`src/rtl/fpu_wb_queue.sv`:
```
// FPU writeback queue: in-order allocate, fill and retire of
// in-flight FP results towards the shared writeback stage.
module fpu_wb_queue #(
  parameter int DATA  = 32,
  parameter int DEPTH = 4,
  parameter int CNTW  = $clog2(DEPTH+1),
  parameter int RW    = 5,
  parameter int EW    = 4
) (
  input  logic            clk,
  input  logic            reset,
  input  logic            flush_,
  input  logic            issue_e_,
  input  logic [RW-1:0]   rd,
  input  logic            done_,
  input  logic            exp_,
  input  logic [EW-1:0]   exp_code,
  input  logic [DATA-1:0] fpu_res,
  input  logic            wb_ack_,
  output logic            wb_req_,
  output logic [RW-1:0]   pre_wb_rd,
  output logic            wb_e_,
  output logic [RW-1:0]   wb_rd,
  output logic [DATA-1:0] wb_data,
  output logic            wb_exp_,
  output logic [EW-1:0]   wb_exp_code,
  output logic [CNTW-1:0] count,
  output logic            busy
);

  localparam int PW = $clog2(DEPTH);

  typedef enum logic [1:0] {
    FREE = 2'd0,
    WAIT = 2'd1,
    DONE = 2'd2
  } ent_e;

  ent_e            st     [DEPTH];
  logic [RW-1:0]   rd_q   [DEPTH];
  logic [DATA-1:0] data_q [DEPTH];
  logic            exp_q  [DEPTH];
  logic [EW-1:0]   code_q [DEPTH];

  logic [PW-1:0] head;
  logic [PW-1:0] fill;
  logic [PW-1:0] tail;

  logic do_issue;
  logic do_done;
  logic do_ret;

  always_comb begin
    do_issue = !issue_e_ && (count != CNTW'(DEPTH));
    do_done  = !done_ && (st[fill] == WAIT);
    do_ret   = (st[head] == DONE) && !wb_ack_;
  end

  assign wb_req_   = (st[head] != DONE);
  assign pre_wb_rd = rd_q[head];
  assign busy      = (count == CNTW'(DEPTH));

  always_ff @(posedge clk) begin
    if (reset) begin
      for (int i = 0; i < DEPTH; i++) begin
        st[i]     <= FREE;
        rd_q[i]   <= '0;
        data_q[i] <= '0;
        exp_q[i]  <= 1'b1;
        code_q[i] <= '0;
      end
      head        <= '0;
      fill        <= '0;
      tail        <= '0;
      count       <= '0;
      wb_e_       <= 1'b1;
      wb_rd       <= '0;
      wb_data     <= '0;
      wb_exp_     <= 1'b1;
      wb_exp_code <= '0;
    end else if (!flush_) begin
      for (int i = 0; i < DEPTH; i++) begin
        st[i] <= FREE;
      end
      head  <= '0;
      fill  <= '0;
      tail  <= '0;
      count <= '0;
      wb_e_ <= 1'b1;
    end else begin
      // Issue, fill and retire always touch distinct entries.
      if (do_issue) begin
        st[tail]   <= WAIT;
        rd_q[tail] <= rd;
        tail       <= tail + PW'(1);
      end
      if (do_done) begin
        st[fill]     <= DONE;
        data_q[fill] <= fpu_res;
        exp_q[fill]  <= exp_;
        code_q[fill] <= exp_code;
        fill         <= fill + PW'(1);
      end
      wb_e_ <= !do_ret;
      if (do_ret) begin
        st[head]    <= FREE;
        head        <= head + PW'(1);
        wb_rd       <= rd_q[head];
        wb_data     <= data_q[head];
        wb_exp_     <= exp_q[head];
        wb_exp_code <= code_q[head];
      end
      count <= count + CNTW'(do_issue) - CNTW'(do_ret);
    end
  end

endmodule

```
`config.mk`:
```
export PLATFORM = sky130hd
export DESIGN_NAME = fpu_wb_queue
export DESIGN_NICKNAME = d
export VERILOG_FILES = /design/src/rtl/fpu_wb_queue.sv
export SDC_FILE = /design/constraint.sdc
export NUM_CORES = 1
export LEC_CHECK = 0
export ABC_AREA = 1
export BUFFER_PORTS_ARGS = -buffer_cell sky130_fd_sc_hd__clkbuf_2
export CAP_MARGIN = 20
export CORE_MARGIN = 2
export CORE_UTILIZATION = 45
export DETAILED_ROUTE_END_ITERATION = 10
export GPL_TIMING_DRIVEN = 0
export PLACE_DENSITY_LB_ADDON = 0.3
export SLEW_MARGIN = 20
export SYNTH_ARGS = -nofsm -noshare
export SYNTH_HDL_FRONTEND = slang
export SYNTH_SLANG_ARGS = --single-unit
```
`constraint.sdc`:
```
create_clock -name clk -period 3.5 [get_ports clk]
set_clock_uncertainty 0.2 [all_clocks]
set_input_delay 0.175 -clock clk [delete_from_list [all_inputs] [get_ports clk]]
set_output_delay 0.175 -clock clk [all_outputs]
set_load 0.05 [all_outputs]
```
==> results of run 1 <==
-- Yosys cell counts --
cell type / number / area [um^2]
a21oi_1: 10 / 50.1
a41oi_1: 1 / 8.76
buf_2: 18 / 90.1
buf_6: 6 / 67.6
clkbuf_1: 32 / 120
clkinv_1: 1 / 3.75
dfxtp_1: 67 / 1340
edfxtp_1: 165 / 4950
fa_1: 1 / 20.0
ha_1: 14 / 175
inv_1: 112 / 420
inv_2: 6 / 22.5
nand2_1: 117 / 439
nand2_2: 2 / 12.5
nand3_1: 20 / 100
nand3_2: 2 / 20.0
nand3_4: 1 / 17.5
nand3b_1: 2 / 15.0
nand4_1: 6 / 37.5
nor2_1: 341 / 1280
nor2_2: 2 / 12.5
nor2_4: 2 / 22.5
o21ai_0: 96 / 480
o22ai_1: 42 / 263
or2_1: 1 / 6.26
or2_2: 4 / 25.0
xnor2_1: 1 / 8.76
-- critical path, delay by kind of cell, from the launching register on --
family        cells  cell delay [ns]
simple gates      2             0.60
flops             1             0.42
buf+inv           4             1.22
-- area by class of cell --
class	instances	area share
well taps	280	0.0286
multi-input cells	665	0.245
plain buffers	56	0.0226
flip-flops and latches	232	0.513
inverters	119	0.0364
repair buffers	154	0.0894
clock inverters	12	0.0129
clock buffers	29	0.0520
-- state kept, by name, indices dropped and copies added (netlist names), named ones only --
signal       flops
code_q          16
wb_data         32
count            3
wb_exp_code      4
st               8
data_q         128
rd_q            20
wb_rd            5
fill             2
wb_exp_          1
head             2
tail             2
exp_q            4
wb_e_            1
-- layout by cell type (no fill, tap or decap), types with 5 or more instances in the layout --
cell and instances:
a21oi_1 10, buf_2 18, buf_6 6, clkbuf_1 34, clkbuf_16 23, clkbuf_2 100
clkinv_2 6, dfxtp_1 67, dlygate4sd3_1 50, edfxtp_1 165, ha_1 14, inv_1 111
inv_2 7, nand2_1 114, nand2_2 5, nand3_1 20, nand4_1 6, nor2_1 341
o21ai_0 96, o22ai_1 42
-- what timing repair did --
item	CTS	global route
setup buffers	0	0
resized for setup	0	0
hold buffers	50	0
endpoints found under the hold margin	185	0
-- stage by stage --
step,util,instances,setup WS [ns],area [um^2]
CTS,0.562,1547,0.781,12300
detailed placement,0.503,1456,0.843,11000
floorplan,-,1072,0.936,10000
finish,0.562,1547,0.801,12300
global route,0.562,1547,0.662,12300
global placement,0.498,1452,0.0392,10900
-- cells by family (layout without fill, tap and decap cells) --
kind of cell	after synthesis	count (layout)
fa+ha+maj	15	15
simple gates	500	500
xor+xnor	1	1
buf+inv	175	370
compound gates	149	149
flops	232	232
-- power groups by stage --
| stage | Clock, mW | Sequential (mW) | Combinational, mW |
|---|---|---|---|
| finish | 2.60 | 3.05 | 0.338 |
| floorplan | 0 | 3.13 | 0.158 |
| global route | 2.71 | 3.06 | 0.371 |
| CTS | 2.63 | 3.05 | 0.339 |
| detailed placement | 0 | 3.11 | 0.295 |
| global placement | 0 | 3.11 | 0.276 |
-- final timing paths --
kind	startpoint	slack [ns]	cells past startpoint	to
worst max-delay path	fill[1]$_SDFFE_PP0N_	0.80	6	data_q[0][16]$_SDFFCE_PN0P_
worst max register to register	fill[1]$_SDFFE_PP0N_	0.80	6	data_q[0][16]$_SDFFCE_PN0P_
worst min register to register	st[0][1]$_SDFFE_PP0P_	0.30	2	st[0][1]$_SDFFE_PP0P_
worst min-delay path	st[0][1]$_SDFFE_PP0P_	0.30	2	st[0][1]$_SDFFE_PP0P_
-- per-layer routing --
layer  vias up  GRT usage  share of wire
li1       3849          -              -
met1      3649      0.276           0.44
met2       250      0.350           0.48
met3        46     0.0255          0.057
met4         0     0.0688          0.027
met5         -          0              0
==> flow_metrics.tcl, run 1 <==
set metrics [dict create \
    cap_violations 0 \
    slowest_delay_ns 0.42 \
    synth.avg_cell_area_um2 9.34 \
    syn_inst 1072 \
    synth-seq-cells 232 \
    vias_per_cell 5.04 \
    cp_common_cell "buf_2" \
    ys_seq_area_frac 0.629 \
    hp-class "flip-flop to flip-flop" \
    place_congestion 0.840 \
    drive_above_1_share 0.148 \
    fillers 1977 \
    grt_start_max_net_pins 29 \
    p_switching_mw 1.27 \
    setup_viol 0 \
    rsz0062_at_grt "false" \
    pwr_density_cell_mw_per_mm2 489 \
    drt-initial-drc-count 639 \
    max_freq_mhz 370 \
    grt_pass1_vias 7637 \
    synth_area_mm2 0.0100 \
    synth-xor-area-share 0.000875 \
    clk_pin_slew_worst_paths_ns 0.06 \
    drv_slew 0 \
    detail-route-antenna-nets 0 \
    whs_ns 0.298 \
    antennaDiodeCount 0 \
    initial_core_util 0.459 \
    num_vias 7794 \
    synth_compound_area_frac 0.0801 \
    synthAdderAreaFrac 0.0195 \
    crit_fanout 20 \
    worstSetupStartpointType "flip-flop" \
    portBuffers 100 \
    p_leak_nw 5.44 \
    crit_type "flip-flop to flip-flop" \
    max_slew_margin 0.540 \
    crit_arrival_ns 2.75 \
    syn_nets 1135 \
    combPwrFrac 0.056 \
    drcViolationCount 0 \
    peakVddDrop_uv 386 \
    tightestPinTransition_ns 0.690 \
    cts-root-buf "clkbuf_16" \
    finalSetupTns_ns 0 \
    p_clk_frac 0.434 \
    ys_warn_count 0 \
    synth_cell_types 27 \
    internal_power_mw 4.72 \
    synth_top_family_by_area "simple AND/OR/NAND/NOR gates" \
    synth.area.mux_share 0 \
    antenna_found_initial 0 \
    dr.pass1.iters 5 \
    outcome "completed" \
    tritoncts "yes" \
    die_area_mm2 0.0235 \
    insertion_delay_ns 0.50 \
    fp.coreArea_mm2 0.0218 \
    clock_path_buffers 3 \
    dieHeight_um 153 \
    regArea_mm2 0.00630 \
    grt_usage 0.206 \
    grt_pass1_wl_mm 38.7 \
    crit_path_top_delay_cell "dfxtp_1" \
    numCtsBuffers 23 \
    post-route-period-util 0.771 \
    ctsHtreeMaxLevel 1 \
    drt_wl_total_mm 24.5 \
    synth-simple-area-share 0.199 \
    multi_input_area_mm2 0.00300 \
    wire_per_inst_um 15.8 \
    rows 54 \
    end_kind "flip-flop" \
    cp.required_ns 3.55 \
    overflow 0 \
    nets 1314 \
    power_mw 6.00 \
    dp_hpwl_mm 16.1 \
    pwr-share-seq 0.509 \
    worstPathCellList "clkinv_1 -> nand4_1 -> buf_2 -> buf_2 -> nand2_2 -> buf_16" \
    areaGrowthSynthToFinish_pct 22.5 \
    hold_viol_final 0 \
    fin_crit_ns 2.70 \
    io_pins 101 \
    cts.sinks 232 \
    netSwitchingFraction 0.213 \
    die_x_um 153 \
]
Note: power is estimated with default switching activity, not from simulation.
==> run 2, diff against run 1 <==
ABC_AREA = 0   (was 1)
clock period = 2.44 ns   (was 3.5 ns; I/O delays follow)
==> run 2 against run 1 <==
The flow now finishes with violations (negative setup slack). Routed wire length is 3.5% higher. Design area is 4.8% higher. Via count is 13% lower. Clock-buffer cell count is 7 higher. Non-clock buffer count is 13 higher. First-iteration DRC count is 24% lower. Core utilization is 0.94 points higher. Critical path type unchanged.
==> flow_metrics.tcl, run 2 <==
set metrics [dict create \
    outcome "complete, but fails checks" \
    violations "negative setup slack" \
    yosysMostFrequentCell "edfxtp_1" \
    fin_crit_ns 2.61 \
    crit_buf_inv 4 \
    tritoncts "yes" \
    max_freq_mhz 384 \
    setup_viol 2 \
    io_pins 101 \
    initial_core_util 0.455 \
    drt-initial-drc-count 485 \
    worstPathCellList "nor2b_4 -> mux4_2 -> buf_8 -> clkinv_8 -> nor2_4 -> ha_4 -> inv_2 -> ha_4 -> inv_2 -> fa_2 -> xor2_1 -> xnor2_1 -> nor2_1" \
    reg2reg_to "count[2]$_SDFF_PP0_" \
    overflow 0 \
    synth_edf_count 165 \
    num_vias 6765 \
    synth_area_mm2 0.0102 \
    cts.sinks 232 \
    timing.rr.start "st[3][1]$_SDFFE_PP0P_" \
    drcViolationCount 0 \
    grt_pass1_vias 6744 \
    pwr_density_cell_mw_per_mm2 699 \
    r2r_slack_ns -0.17 \
    vias_per_cell 5.41 \
    crit_fanout 4 \
    path_depth 13 \
    synthTopCellsByArea "edfxtp_1 (48%), dfxtp_1 (13%), mux4_2 (9.5%)" \
    fin_util 0.571 \
    p_leak_nw 4.97 \
    dpl.cell_count 1132 \
    portBuffers 99 \
    wire_per_inst_um 20.3 \
    crit_path_top_delay_cell "mux4_2" \
    synth_top_area_cell "edfxtp_1" \
    hp-class "primary input to flip-flop" \
    cp.required_ns 2.63 \
    clk_pin_slew_worst_paths_ns 0.06 \
    clock_path_buffers 3 \
    rsz0062_at_grt "true" \
    cp_top_family "adder cells" \
    antennaDiodeCount 0 \
    syn_nets 811 \
    netlist_top_cells_count "edfxtp_1 (165), and2_1 (124), dfxtp_1 (67), and3_1 (46), nand3_1 (46)" \
    ys_warn_count 0 \
    end_kind "flip-flop" \
    areaGrowthSynthToFinish_pct 25.6 \
    cts-root-buf "clkbuf_16" \
    hold_depth 4 \
    slowest_delay_ns 0.48 \
    mostFrequentLayoutCells "edfxtp_1 (165), and2_1 (124), clkbuf_2 (103), dfxtp_1 (58)" \
    tightestPinTransition_ns 0.729 \
    nets 1008 \
    hold_viol_final 0 \
    cap_violations 0 \
    insertion_delay_ns 0.54 \
    synth-seq-cells 232 \
    reg_top3 "data_q x128, wb_data x32, rd_q x20" \
    worst_slack_ns -0.166 \
    die_x_um 155 \
    drt_wl_total_mm 25.4 \
    worstSetupStartpointType "flip-flop" \
    synth_ff_type "edfxtp_1" \
    hp-start "done_" \
    crit_type "flip-flop to flip-flop" \
    dieHeight_um 155 \
    dp_hpwl_mm 15.7 \
    die_area_mm2 0.0240 \
    fp.coreArea_mm2 0.0225 \
    synthArstFlopShare 0 \
    largest_register_ffs 128 \
    numCtsBuffers 26 \
    synth.avg_cell_area_um2 13.7 \
    max_slew_margin 0.514 \
    ff2ff_path_depth 13 \
    grt_usage 0.211 \
    final_common_cell "edfxtp_1" \
    ys_seq_area_frac 0.615 \
    dr.pass1.iters 5 \
    fin_cells 1250 \
    synth_top_cell_area_share 0.484 \
    drv_slew 0 \
    cp-startpoint "st[3][1]$_SDFFE_PP0P_" \
    synth_cell_types 47 \
    grt_pass1_wl_mm 38.5 \
    grt_start_max_net_pins 20 \
    post-route-period-util 1.07 \
    drive_above_1_share 0.292 \
    detail-route-antenna-nets 0 \
    crit_arrival_ns 2.79 \
    crit_end "count[2]$_SDFF_PP0_" \
    peakVddDrop_uv 584 \
    antenna_found_initial 0 \
    rows 55 \
    regMostFlops "data_q" \
    place_congestion 0.828 \
    syn_inst 748 \
    ctsHtreeMaxLevel 1 \
]
[run 2: cell count changes in the layout (fill, tap and decap cells not counted), sizes merged, moves of 6 or more]
cell | before | now
clkbuf | 161 | 169
nor2b | 0 | 7
nand2 | 119 | 8
inv | 118 | 13
buf | 28 | 46
nand3 | 23 | 46
and2 | 0 | 124
o21ai | 96 | 49
and3 | 0 | 46
nor2 | 345 | 14
mux4 | 0 | 43
dlygate4sd3 | 50 | 44
o22ai | 42 | 0
a21oi | 10 | 45
[run 2: where the power goes]
group / switching, mW / internal [mW]
Clock: 1.56 / 2.55
Sequential: 0.0350 / 4.32
Combinational: 0.308 / 0.209
Total: 1.90 / 7.08
[run 2: layer usage]
layer  global-route usage  vias up  share of wire
met2                0.359      233           0.48
met4               0.0600        0          0.028
met1                0.284     3308           0.44
li1                     -     3173              -
met3               0.0333       51          0.056
met5                    0        -              0
[run 2: metrics by stage]
step	setup WS, ns	total power, mW	hold WS (ns)	area, um^2	TNS [ns]
global route	-0.281	9.23	0.0413	12900	-0.379
finish	-0.166	8.98	0.0334	12900	-0.203
detailed placement	-0.544	4.85	0.242	11100	-63.43
global placement	-0.544	4.84	0.237	11100	-63.51
floorplan	-0.393	4.66	0.0302	10300	-0.661
CTS	-0.273	8.99	0.0239	12700	-0.438
[run 2: logic make-up after synthesis]
kind of cell             Yosys count  synth area share
flip-flops                       232             0.615
multiplexers                      46            0.0976
adder cells (fa/ha/maj)           15            0.0191
buffers and inverters             71            0.0388
AO/OA/AOI/OAI                    110            0.0667
AND/OR/NAND/NOR                  271             0.160
XOR/XNOR                           3           0.00257
[run 2: final cells by class]
cell class / instances / area [um^2]
tap: 285 / 357
sequential: 232 / 6310
fill: 1776 / 9650
clock inverter: 12 / 176
inverter: 13 / 61.3
timing repair buffer: 167 / 1220
clock buffer: 36 / 742
buffer: 56 / 325
multi-input combinational: 449 / 3660
[run 2: timing repair]
action | in CTS | in global routing
buffers inserted | 8 | 16
endpoints found under the hold margin | 182 | 0
pin swaps | 5 | 3
endpoints found under the setup margin | 149 | 133
resized for setup | 22 | 8
cloned | 4 | 0
hold buffers | 44 | 0
[run 2: worst register-to-register path: stages, from the launching register on]
cell and delay [ns]:
dfxtp_2 0.32, nor2b_4 0.12, mux4_2 0.48, buf_8 0.16
clkinv_8 0.07, nor2_4 0.05, ha_4 0.21, inv_2 0.06
ha_4 0.11, inv_2 0.03, fa_2 0.32, xor2_1 0.17
xnor2_1 0.13, nor2_1 0.05
[run 2: how the worst min path moves through the flow]
| stage | to | slack, ns |
|---|---|---|
| 2_1_floorplan | wb_e_$_SDFF_PP1_ | 0.03 |
| 3_3_place_gp | data_q[2][20]$_SDFFCE_PN0P_ | 0.24 |
| 3_5_place_dp | data_q[1][20]$_SDFFCE_PN0P_ | 0.24 |
| 4_1_cts | st[3][1]$_SDFFE_PP0P_ | 0.02 |
| 5_1_grt | st[3][0]$_SDFFE_PP0P_ | 0.04 |
| 6_report | st[3][0]$_SDFFE_PP0P_ | 0.03 |
==> run 3, diff against run 2 <==
--- a/config.mk
+++ b/config.mk
@@ -12,2 +12,3 @@
 export CORE_UTILIZATION = 45
+export CTS_BUF_LIST = sky130_fd_sc_hd__clkbuf_8
 export DETAILED_ROUTE_END_ITERATION = 10
==> constraint.sdc (replaced) <==
create_clock -name clk -period 2.44 [get_ports clk]
set_clock_uncertainty 0.2 [all_clocks]
set_input_delay 0.244 -clock clk [delete_from_list [all_inputs] [get_ports clk]]
set_output_delay 0.244 -clock clk [all_outputs]
set_load 0.02 [all_outputs]
==> run 3 against run 2 <==
The flow still finishes with violations (negative setup slack). Critical path depth is 1 lower. Global-route usage is 1.4 points higher. Power is 8.7% lower. Worst hold slack lost 0.010 ns. First-iteration DRC count down 1.2%. Combinational power up 1%. Clock power down 19%. Die area unchanged. Design area shrank 0.11%. Register-to-register slack worse by 0.02 ns. Maximum frequency down 0.82%. Critical path type unchanged. Highest routed layer unchanged.
==> flow_metrics.tcl, run 3 (same netlist as run 2, synthesis figures left out) <==
set metrics [dict create \
    hold_viol_final 0 \
    outcome "complete, but fails checks" \
    setup_viol 3 \
    power_mw 8.20 \
    dpl.cell_count 1132 \
    preCtsSetupSlack_ns -0.638 \
    final_common_cell "edfxtp_1" \
    max_slew_margin 0.447 \
    whs_ns 0.0232 \
    regMostFlops "data_q" \
    ctsHtreeMaxLevel 2 \
    antennaDiodeCount 0 \
    min_to "tail[1]$_SDFFE_PP0P_" \
    cap_violations 0 \
    vias_per_cell 5.41 \
    cp.required_ns 2.64 \
    dieHeight_um 155 \
    nets 1031 \
    wire_per_inst_um 20.7 \
    reg2reg_to "count[2]$_SDFF_PP0_" \
    tightestPinTransition_ns 0.830 \
    tritoncts "yes" \
    worst_slack_ns -0.188 \
    die_area_mm2 0.0240 \
    max_freq_mhz 381 \
    num_vias 6947 \
    fp.coreArea_mm2 0.0225 \
    drv_slew 0 \
    insertion_delay_ns 0.54 \
    clk_pin_slew_worst_paths_ns 0.06 \
    grt_pass1_vias 7142 \
    pwr_density_cell_mw_per_mm2 638 \
    portBuffers 99 \
    grt_pass1_wl_mm 40.4 \
    worstPathCellList "nor2b_1 -> mux4_2 -> inv_4 -> nor2_4 -> ha_4 -> inv_2 -> ha_4 -> inv_2 -> fa_2 -> xor2_1 -> xnor2_1 -> nor2_1" \
    io_pins 101 \
    peakVddDrop_uv 369 \
    rsz0062_at_grt "true" \
    drt_wl_total_mm 26.6 \
    crit_buf_inv 3 \
    hold_depth 5 \
    drt-initial-drc-count 479 \
    hp-class "primary input to flip-flop" \
    cp_top_family "adder cells" \
    initial_core_util 0.455 \
    worstSetupStartpointType "flip-flop" \
    antenna_found_initial 0 \
    cts-root-buf "clkbuf_8" \
    crit_path_top_delay_cell "mux4_2" \
    grt_usage 0.225 \
    detail-route-antenna-nets 0 \
    drcViolationCount 0 \
    hp-start "issue_e_" \
    drive_above_1_share 0.302 \
    end_kind "flip-flop" \
    largest_register_ffs 128 \
    crit_arrival_ns 2.83 \
    numCtsBuffers 39 \
    violations "negative setup slack" \
    overflow 0 \
    r2r_slack_ns -0.19 \
    reg_top3 "data_q x128, wb_data x32, rd_q x20" \
    ff2ff_path_depth 12 \
    rows 55 \
    timing.rr.start "st[3][1]$_SDFFE_PP0P_" \
    fin_crit_ns 2.63 \
    fillers 1887 \
    clock_path_buffers 3 \
    crit_type "flip-flop to flip-flop" \
    cts.sinks 232 \
    fin_cells 1283 \
    post-route-period-util 1.08 \
    grt_start_max_net_pins 19 \
    slowest_delay_ns 0.56 \
    dr.pass1.iters 5 \
    dp_hpwl_mm 16.0 \
    crit_fanout 3 \
    mostFrequentLayoutCells "edfxtp_1 (165), and2_1 (124), clkbuf_2 (102), dfxtp_1 (58), clkbuf_8 (48)" \
    place_congestion 0.785 \
    areaGrowthSynthToFinish_pct 25.5 \
    die_x_um 155 \
    p_leak_nw 5.05 \
]
[run 3: cell types whose count changed in the layout (fill, tap and decap cells not counted), sizes merged]
cell,before,now
buf,46,55
inv,13,28
bufinv,4,0
clkinv,7,8
dlygate4sd3,44,45
clkbuf,169,181
clkinvlp,1,0
[run 3: worst register-to-register path, delay by kind of cell (launching register included)]
kind / cells / cell delay, ns
mux: 1 / 0.56
simple gates: 3 / 0.22
fa+ha+maj: 3 / 0.64
buf+inv: 3 / 0.23
flops: 1 / 0.31
xor+xnor: 2 / 0.31
[run 3: cell type report]
type                            count  area [um^2]  share of cell area
Sequential cell                   232         6310               0.491
Multi-Input combinational cell    449         3670               0.286
Timing Repair Buffer              178         1370               0.107
Clock buffer                       48          661              0.0514
Tap cell                          285          357              0.0278
Buffer                             55          330              0.0257
Clock inverter                     23         93.8             0.00731
Inverter                           13         51.3             0.00399
[run 3: report_power, final]
group	total (mW)	leakage [nW]	switching [mW]	internal, mW
sequential	4.36	2.24	0.0367	4.32
clock	3.31	0.452	1.54	1.78
combinational	0.523	2.35	0.298	0.226
total	8.20	5.05	1.87	6.32
[run 3: how the worst max path moves through the flow]
stage / startpoint / to / slack [ns] / cells past startpoint
floorplan: st[3][1]$_SDFFE_PP0P_ / count[2]$_SDFF_PP0_ / -0.26 / 14
global placement: reset / data_q[0][20]$_SDFFCE_PN0P_ / -0.63 / 6
detailed placement: reset / data_q[0][16]$_SDFFCE_PN0P_ / -0.64 / 6
CTS: st[3][1]$_SDFFE_PP0P_ / count[2]$_SDFF_PP0_ / -0.28 / 14
global route: st[2][1]$_SDFFE_PP0P_ / count[2]$_SDFF_PP0_ / -0.28 / 12
finish: st[3][1]$_SDFFE_PP0P_ / count[2]$_SDFF_PP0_ / -0.19 / 12
[run 3: per-stage QoR]
stage / instance area [um^2] / setup TNS [ns] / util
global route: 12800 / -1.02 / 0.571
detailed placement: 11100 / -73.57 / 0.493
global placement: 11100 / -72.83 / 0.493
floorplan: 10200 / -0.399 / -
CTS: 12700 / -0.623 / 0.565
finish: 12800 / -0.334 / 0.571
[run 3: routing by layer]
metal | vias to the layer above | track usage | wire length, um
met5 | - | 0 | 0
met4 | 0 | 0.0736 | 433
met3 | 35 | 0.0409 | 1710
met2 | 255 | 0.388 | 13400
met1 | 3435 | 0.289 | 11100
li1 | 3222 | - | -
[run 3: what timing repair did]
action,4_1_cts,5_1_grt
setup buffers,23,12
resized for setup,34,17
setup endpoints to repair,148,127
pin swaps,4,13
hold buffers,45,0
hold endpoints to repair,178,0
cloned,4,1
